## src/rtl/rr_arbiter_4way.sv

```systemverilog
// rr_arbiter_4way
//   Round-robin arbiter that shares one 32-bit datapath among four requesters.
//   It drives the 2-bit select of a downstream mux32_4way and a one-hot grant
//   vector. Once granted, an owner keeps the bus until it drops its request.
//   Ties between simultaneous requesters are broken by a rotating pointer that
//   always sits one position past the most recent winner.
//
// Optional feature (compile-time macro ARB_TIMEOUT_EN):
//   When defined, a hold counter limits how long one owner may keep the bus.
//   After MAX_HOLD cycles of ownership, if another requester is waiting, the
//   grant is taken away and passed on, and timeout pulses for one cycle.
//   When undefined, there is no hold counter and timeout is tied to 0.
//
// Parameters:
//   MAX_HOLD   maximum cycles one owner may hold the grant (2..255)
//   CNT_W      hold counter width, 2**CNT_W must exceed MAX_HOLD
//
// Ports:
//   clk        clock, all state updates on the rising edge
//   reset      synchronous active-high reset
//   req        [3:0] level request per requester, held until done
//   grant      [3:0] registered one-hot grant, zero when idle
//   select     [1:0] registered index of the current or last owner
//   bus_valid  registered OR of grant
//   timeout    one-cycle pulse on a forced release
module rr_arbiter_4way #(
  parameter int MAX_HOLD = 16,
  parameter int CNT_W    = 8
) (
  input  logic       clk,
  input  logic       reset,
  input  logic [3:0] req,
  output logic [3:0] grant,
  output logic [1:0] select,
  output logic       bus_valid,
  output logic       timeout
);

  typedef enum logic {
    IDLE  = 1'b0,
    GRANT = 1'b1
  } state_t;

  state_t     state;
  state_t     state_nxt;
  logic [1:0] ptr;
  logic [1:0] ptr_nxt;
  logic [3:0] grant_nxt;
  logic [1:0] select_nxt;
  logic [3:0] others;
  logic [1:0] win;
  logic       win_found;
  logic       force_release;

  // Reject parameter combinations the hold counter cannot represent.
  if (MAX_HOLD < 2 || MAX_HOLD > 255 || (2 ** CNT_W) <= MAX_HOLD) begin : g_param_check
    $error("rr_arbiter_4way: illegal MAX_HOLD/CNT_W combination");
  end

  // Rotate the request vector so the pointer position lands at bit 0, take
  // the lowest set bit, then rotate the offset back into an absolute index.
  // The top bit of the result says whether any request was present at all.
  function automatic logic [2:0] pick(input logic [3:0] r, input logic [1:0] p);
    logic [7:0] dbl;
    logic [3:0] rot;
    logic [1:0] off;
    logic       found;
    dbl   = {r, r} >> p;
    rot   = dbl[3:0];
    off   = 2'd0;
    found = 1'b0;
    for (int i = 3; i >= 0; i--) begin
      if (rot[i]) begin
        off   = 2'(i);
        found = 1'b1;
      end
    end
    return {found, 2'(off + p)};
  endfunction

`ifdef ARB_TIMEOUT_EN
  localparam logic [CNT_W-1:0] HOLD_LAST = CNT_W'(MAX_HOLD - 1);

  logic [CNT_W-1:0] hold_cnt;

  // The owner is evicted only when its time is up and someone else is
  // actually waiting; otherwise it keeps the bus with a saturated counter.
  assign force_release = (state == GRANT) && ((req & grant) != 4'b0000) &&
                         (hold_cnt == HOLD_LAST) && win_found;

  // Hold counter: cleared whenever the grant vector changes (new owner or
  // going idle), otherwise counts ownership cycles and saturates.
  always_ff @(posedge clk) begin
    if (reset) begin
      hold_cnt <= '0;
    end else if (grant_nxt != grant) begin
      hold_cnt <= '0;
    end else if (state == GRANT && hold_cnt != HOLD_LAST) begin
      hold_cnt <= hold_cnt + CNT_W'(1);
    end
  end

  // Timeout is a registered copy of the forced-release decision, so it is
  // high exactly in the cycle the new owner's grant first appears.
  always_ff @(posedge clk) begin
    if (reset) begin
      timeout <= 1'b0;
    end else begin
      timeout <= force_release;
    end
  end
`else
  assign force_release = 1'b0;
  assign timeout       = 1'b0;
`endif

  // Next-state logic. Candidates are requesters other than the current
  // owner; in IDLE that is simply every requester. When the owner lets go
  // (or is evicted) and somebody is waiting, the new grant is issued at the
  // same edge so there is no idle bubble between owners.
  always_comb begin
    state_nxt  = state;
    ptr_nxt    = ptr;
    grant_nxt  = grant;
    select_nxt = select;
    others     = req & ~grant;
    {win_found, win} = pick(others, ptr);
    case (state)
      IDLE: begin
        if (win_found) begin
          grant_nxt  = 4'b0001 << win;
          select_nxt = win;
          ptr_nxt    = win + 2'd1;
          state_nxt  = GRANT;
        end
      end
      GRANT: begin
        if (((req & grant) == 4'b0000) || force_release) begin
          if (win_found) begin
            grant_nxt  = 4'b0001 << win;
            select_nxt = win;
            ptr_nxt    = win + 2'd1;
          end else begin
            grant_nxt = 4'b0000;
            state_nxt = IDLE;
          end
        end
      end
      default: begin
        grant_nxt = 4'b0000;
        state_nxt = IDLE;
      end
    endcase
  end

  // State and output registers. Reset wins over everything, including an
  // active grant, so the bus is released at the reset edge.
  always_ff @(posedge clk) begin
    if (reset) begin
      state     <= IDLE;
      ptr       <= 2'd0;
      grant     <= 4'b0000;
      select    <= 2'd0;
      bus_valid <= 1'b0;
    end else begin
      state     <= state_nxt;
      ptr       <= ptr_nxt;
      grant     <= grant_nxt;
      select    <= select_nxt;
      bus_valid <= |grant_nxt;
    end
  end

endmodule
```

## config.mk

```make
export PLATFORM = sky130hd
export DESIGN_NAME = rr_arbiter_4way
export DESIGN_NICKNAME = d
export VERILOG_FILES = /design/src/rtl/rr_arbiter_4way.sv
export SDC_FILE = /design/constraint.sdc
export NUM_CORES = 1
export LEC_CHECK = 0
export CAP_MARGIN = 20
export CELL_PAD_IN_SITES_DETAIL_PLACEMENT = 1
export CELL_PAD_IN_SITES_GLOBAL_PLACEMENT = 1
export CORE_MARGIN = 5
export CORE_UTILIZATION = 36
export DETAILED_ROUTE_END_ITERATION = 8
export PLACE_DENSITY = 0.87
export SYNTH_ARGS = -nofsm -noshare
export SYNTH_HDL_FRONTEND = slang
export SYNTH_SLANG_ARGS = --single-unit
```

## constraint.sdc

```tcl
create_clock -name clk -period 3.2 [get_ports clk]
set_input_delay 0.32 -clock clk [delete_from_list [all_inputs] [get_ports clk]]
set_output_delay 0.32 -clock clk [all_outputs]
set_load 0.05 [all_outputs]
```

# Word-level counts from Yosys, hierarchy flattened
# Index checks and enable logic that the tools add are counted.
# Widths: inputs -> output; s select.
dict set report totals {
  ff_bits 10
  input_bits 6
  out_inout_bits 8
  wordCells 37
}
dict set report op_classes {
  n_addsub 2
  eq_ne 1
  shifts 2
  mux 21
  n_bitwise 4
  reduce_logical 2
}
# op count
set ops {}
lappend ops {{$mux 2} 8}
lappend ops {{$mux 4} 3}
lappend ops {{$and 4x4->4} 2}
lappend ops {{$pmux 2 s2} 2}
lappend ops {{$pmux 4 s2} 1}
lappend ops {{$shr 8x2->4} 1}
lappend ops {{$mux 1} 6}
lappend ops {{$logic_not 4->1} 1}
lappend ops {{$not 4->4} 1}
lappend ops {{$reduce_or 4->1} 1}
lappend ops {{$shl 1x2->4 const A} 1}
lappend ops {{$add 2x1->2 const B} 1}
lappend ops {{$add 2x2->2} 1}
lappend ops {{$ne 2x1->1 const B} 1}
lappend ops {{$pmux 1 s2} 1}
lappend ops {{$not 1->1} 1}

# Logic depth before layout (Yosys ltp)
dict set report depth {
  word_depth 13
  depth_mapped 12
  depth_no_buf 12
}

# Least setup slack after synthesis
# Ideal clock, no wire load.
dict set report synth_path {
  path_type {register to register}
  start {register grant[3]}
  end {register bus_valid}
  setup_ps 137
  arrival_ps 2447
  required_time_ps 3063
  slack_ps 616
  stages_incl_launch_ff 11
  n_path_buf 0
  period_less_slack_ps 2584
  path_cell_list {dfxtp_1 > nand2b_1 > nor3_1 > a311oi_1 > o221ai_1 > ha_1 > xnor2_1 > ha_1 > a32o_1 > and3b_1 > a41oi_2}
}
dict set report synth_between {
  elab_chain_len 13
  word_cells_on_any_way 20
  cone_classes {add/sub (1); shift (2); mux (12); bitwise (3); reduce/logical (2)}
}
# item line_no
set synth_lines {}
lappend synth_lines {{start: declaration} 33} ;# output logic [3:0] grant,
lappend synth_lines {{start signal: assignment} 168} ;# grant <= grant_nxt;
lappend synth_lines {{$not 4->4} 126} ;# others = req & ~grant;
lappend synth_lines {{$and 4x4->4} 126}
lappend synth_lines {{$shr 8x2->4} 68} ;# dbl = {r, r} >> p;
lappend synth_lines {{$mux 2 (4 in a row)} 73} ;# if (rot[i]) begin
lappend synth_lines {{$add 2x2->2} 78} ;# return {found, 2'(off + p)};
lappend synth_lines {{$shl 1x2->4} {131, 140}}
lappend synth_lines {{$mux 4} 139} ;# if (win_found) begin
lappend synth_lines {{$mux 4} 138} ;# if (((req & grant) == 4'b0000) || force_release) begin
lappend synth_lines {{$pmux 4 s2 *} 128} ;# case (state)
lappend synth_lines {{$reduce_or 4->1 *} 170} ;# bus_valid <= |grant_nxt;
lappend synth_lines {{end signal: assignment} 170}
lappend synth_lines {{end: declaration} 35} ;# output logic bus_valid,
# Mark *: on every way between the ends. The rest lies on a longest branch, timed or not.
# A chain may end at the register's enable or synchronous reset.

# Final worst setup path
dict set report layout_path {
  start {input req[2]}
  end {register bus_valid}
}
dict set report layout_between {
  elab_chain_len 12
  word_cells_on_any_way 19
  cone_classes {add/sub (1); shift (2); mux (12); bitwise (2); reduce/logical (2)}
}
# item line_no
set layout_lines {}
lappend layout_lines {{start: declaration} 32} ;# input logic [3:0] req,
lappend layout_lines {{$and 4x4->4} 126}
lappend layout_lines {{$shr 8x2->4} 68}
lappend layout_lines {{$mux 2 (4 in a row)} 73}
lappend layout_lines {{$add 2x2->2} 78}
lappend layout_lines {{$shl 1x2->4} {131, 140}}
lappend layout_lines {{$mux 4} 139}
lappend layout_lines {{$mux 4} 138}
lappend layout_lines {{$pmux 4 s2 *} 128}
lappend layout_lines {{$reduce_or 4->1 *} 170}
# Marked as above.

==> parameters.txt <==
Parameter                              Value

Run status
  Result of the run    complete, no violations

Yosys
  Cell types occupying the most area after synthesis    dfxtp_1, o21ai_0, ha_1, nand2b_1, nor2b_1
  Dominant combinational cell family by area after synthesis    compound AO/OA/AOI/OAI gates
  Post-Synth Simple-Gate Area    0.224
  Multiplexer fraction of the synthesized cell area    0.0556
  Number of enable-type register cells in the synthesized netlist    0
  Gate count after technology mapping    98
  Cell taking the most area after synthesis    dfxtp_1
  Post-Syn Area per Cell    7.80 sq um
  Number of distinct library cells after synthesis    38
  Area share of xor/xnor cells in the synthesized design    0.0115
  FF+latch count, synth    10
  Synthesized Nets    approximately 110
  Most frequent cells after synthesis    dfxtp_1, o21ai_0, a21oi_1, inv_1, nor2_1
  Count of warnings emitted by yosys    0
  Flip-flop cell with the highest count after synthesis    dfxtp_1
  Top-count cell post-synth    dfxtp_1
  Adder-cell area share of the yosys netlist    0.0491
  Fraction of the yosys area taken by sequential cells    0.262
  Post-synth top area share    0.262
  Fraction of registers with async set or reset after synthesis    0
  Synthesized cell area    approximately 760 sq um
  Synth Area in Compound Gates    0.313

Die
  Core ar.    roughly 2000 sq um
  # IOs    14
  Row count    16
  Initial Utilization    0.382
  Vert. Die Dim    roughly 56 um
  Die width    ~56 um
  Die area    3140 sq um

Route
  Post-route ant nets    0
  Total via count in the routed design    approximately 800
  Number of DRC violations after detailed-routing iteration 0    13
  DRC    0
  Final WL    ~2.2 mm
  Detail-routed via count per cell    roughly 5.8
  Number of detailed-route iterations in the first pass    4
  Detail-routed net length per standard cell    16.1 um

Clock tree
  Number of H-tree levels    1
  Clock insertion delay at the later pin of the skew report    about 0.27 ns
  CTS Buffer Depth    2
  CTS root buf    clkbuf_4
  Cells resized by post-CTS repair    0
  Clock slew at reported path FFs    roughly 0.070 ns
  Number of buffers inserted during clock tree synthesis    3
  TritonCTS Sinks    10
  Number of hold-repair buffers added at the cts stage    0
  TritonCTS clock tree    yes
  Number of post-CTS setup repair buffers    0

Placed design
  Port Buffers    12
  Total placed instance area    between 900 and 1000 sq um
  Post-placement setup slack    0.253 ns
  Half-perimeter wire length after detailed placement    1.72 mm
  Post-placement cell count    between 100 and 150
  GP Congestion    roughly 0.87

Finish
  Cell area after layout    between 900 and 1000 sq um
  Finished Core Util    0.469
  Area growth from synthesis to final layout    22.7%
  Fraction of layout instances using a drive strength above 1    0.0991
  Count of nets after finishing    121
  Ant diodes    0
  Number of cells in the finished layout apart from fillers    138

Timing
  Final worst path period share    0.828
  PnR worst setup slack    0.551 ns
  Sum of negative setup slack    0 ns
  Final worst clock skew    roughly 0.00087 ns
  Final worst hold slack    slightly above 0.5 ns
  Final critical path time including I/O delays and setup    2.65 ns
  Pins Over Slew Limit    0
  Worst Max-Slew Pin Slew    0.615 ns
  Maximum frequency from static timing analysis    0.378 GHz
  Count of final setup violators    0
  RSZ-0062 raised after global routing    no
  Hold Vio Cnt, Final    0
  Worst slew margin relative to its limit    0.590

Worst setup path
  CP required    between 3 and 4 ns
  Maximum fanout count along the critical path    5
  Crit path capture type    register
  Launching element type of the critical path    input port
  Kind of critical path    in -> reg
  Data arrival, critical path    around 2.9 ns

Global route
  Number of global-route vias before repair    around 810
  Wire length of the first global-routing pass    roughly 3.7 mm
  Number of antenna violations at the first check in global routing    0
  Largest net degree at the start of global routing    14
  Overall track demand over capacity in global routing    0.151
  Total congestion overflow after global routing    0

Worst hold path
  Worst min path class    reg -> reg

Run
  Number of max-cap violations    0

Power
  Leakage power of the design    0.372 nW
  Peak VDD IR    about 660 uV
  Power Dens Cells    approximately 1200 nW/um^2
  Total design power    1.11 mW
report_power, final:
group          switching, mW  leakage, nW  internal, mW  total (mW)
clock                 0.0462       0.0210        0.0693       0.115
sequential            0.0560       0.0829         0.177       0.233
combinational          0.453        0.268         0.307       0.760
critical path: stages:
cell,delay [ns]
clkdlybuf4s50_1,0.45
nor2b_1,0.16
buf_4,0.16
a311oi_1,0.26
o221ai_1,0.15
ha_1,0.26
xnor2_1,0.30
ha_1,0.22
a32o_1,0.20
and3b_1,0.20
a41oi_2,0.17
layout by cell type (no fill, tap or decap), types with 2 or more instances in the layout:
master           Yosys  routed
a211oi_1             3       3
ha_1                 3       3
nor2b_1              5       5
mux2_2               2       2
nor3_1               5       5
a221oi_1             2       2
nand2b_1             5       5
o21ai_0              9       9
clkdlybuf4s50_1      0      12
nor2_1               6       6
nand3_1              3       3
dfxtp_1             10      10
clkbuf_4             0       3
mux2i_1              2       2
inv_1                6       6
buf_4                2       3
nand2_1              5       5
a311oi_1             2       2
a21oi_1              6       6
o22ai_1              2       2
cell type report:
cell class                 instances  area [sq um]
fill                             251          1060
sequential                        10           200
tap                               27          33.8
inverter                           6          22.5
timing repair buffer              15           143
clock buffer                       4          36.3
multi-input combinational         76           503
logic make-up (layout without fill, tap and decap cells):
| group | Yosys count | count (layout) |
|---|---|---|
| xor gates and xnor gates | 1 | 1 |
| adders and majority gates | 3 | 3 |
| and+or+nand+nor | 33 | 33 |
| DFF | 10 | 10 |
| buffers and inverters | 12 | 25 |
| other | 1 | 1 |
| AOI/OAI and AO/OA | 34 | 34 |
| muxes | 4 | 4 |
final timing paths:
kind,slack [ns],cells past startpoint,to,from
max,0.55,11,bus_valid$_SDFF_PP0_,req[2]
min,0.51,2,select[1]$_SDFFE_PP0P_,select[1]$_SDFFE_PP0P_
max reg2reg,0.60,10,bus_valid$_SDFF_PP0_,grant[1]$_SDFF_PP0_
min reg2reg,0.51,2,select[1]$_SDFFE_PP0P_,select[1]$_SDFFE_PP0P_
flip-flops by register name, summed over array words and instances, names as in the netlist:
name / flops
bus_valid: 1
grant: 4
ptr: 2
state: 1
select: 2
routing by layer:
metal	share of wire	routed length [um]	vias to the layer above	GRT usage
met5	0	0	-	0
met2	0.49	1090	29	0.245
li1	-	-	388	-
met3	0.059	132	7	0.0626
met4	0.019	43	0	0.0814
met1	0.43	952	379	0.166
Note: power is estimated with default switching activity, not from simulation.
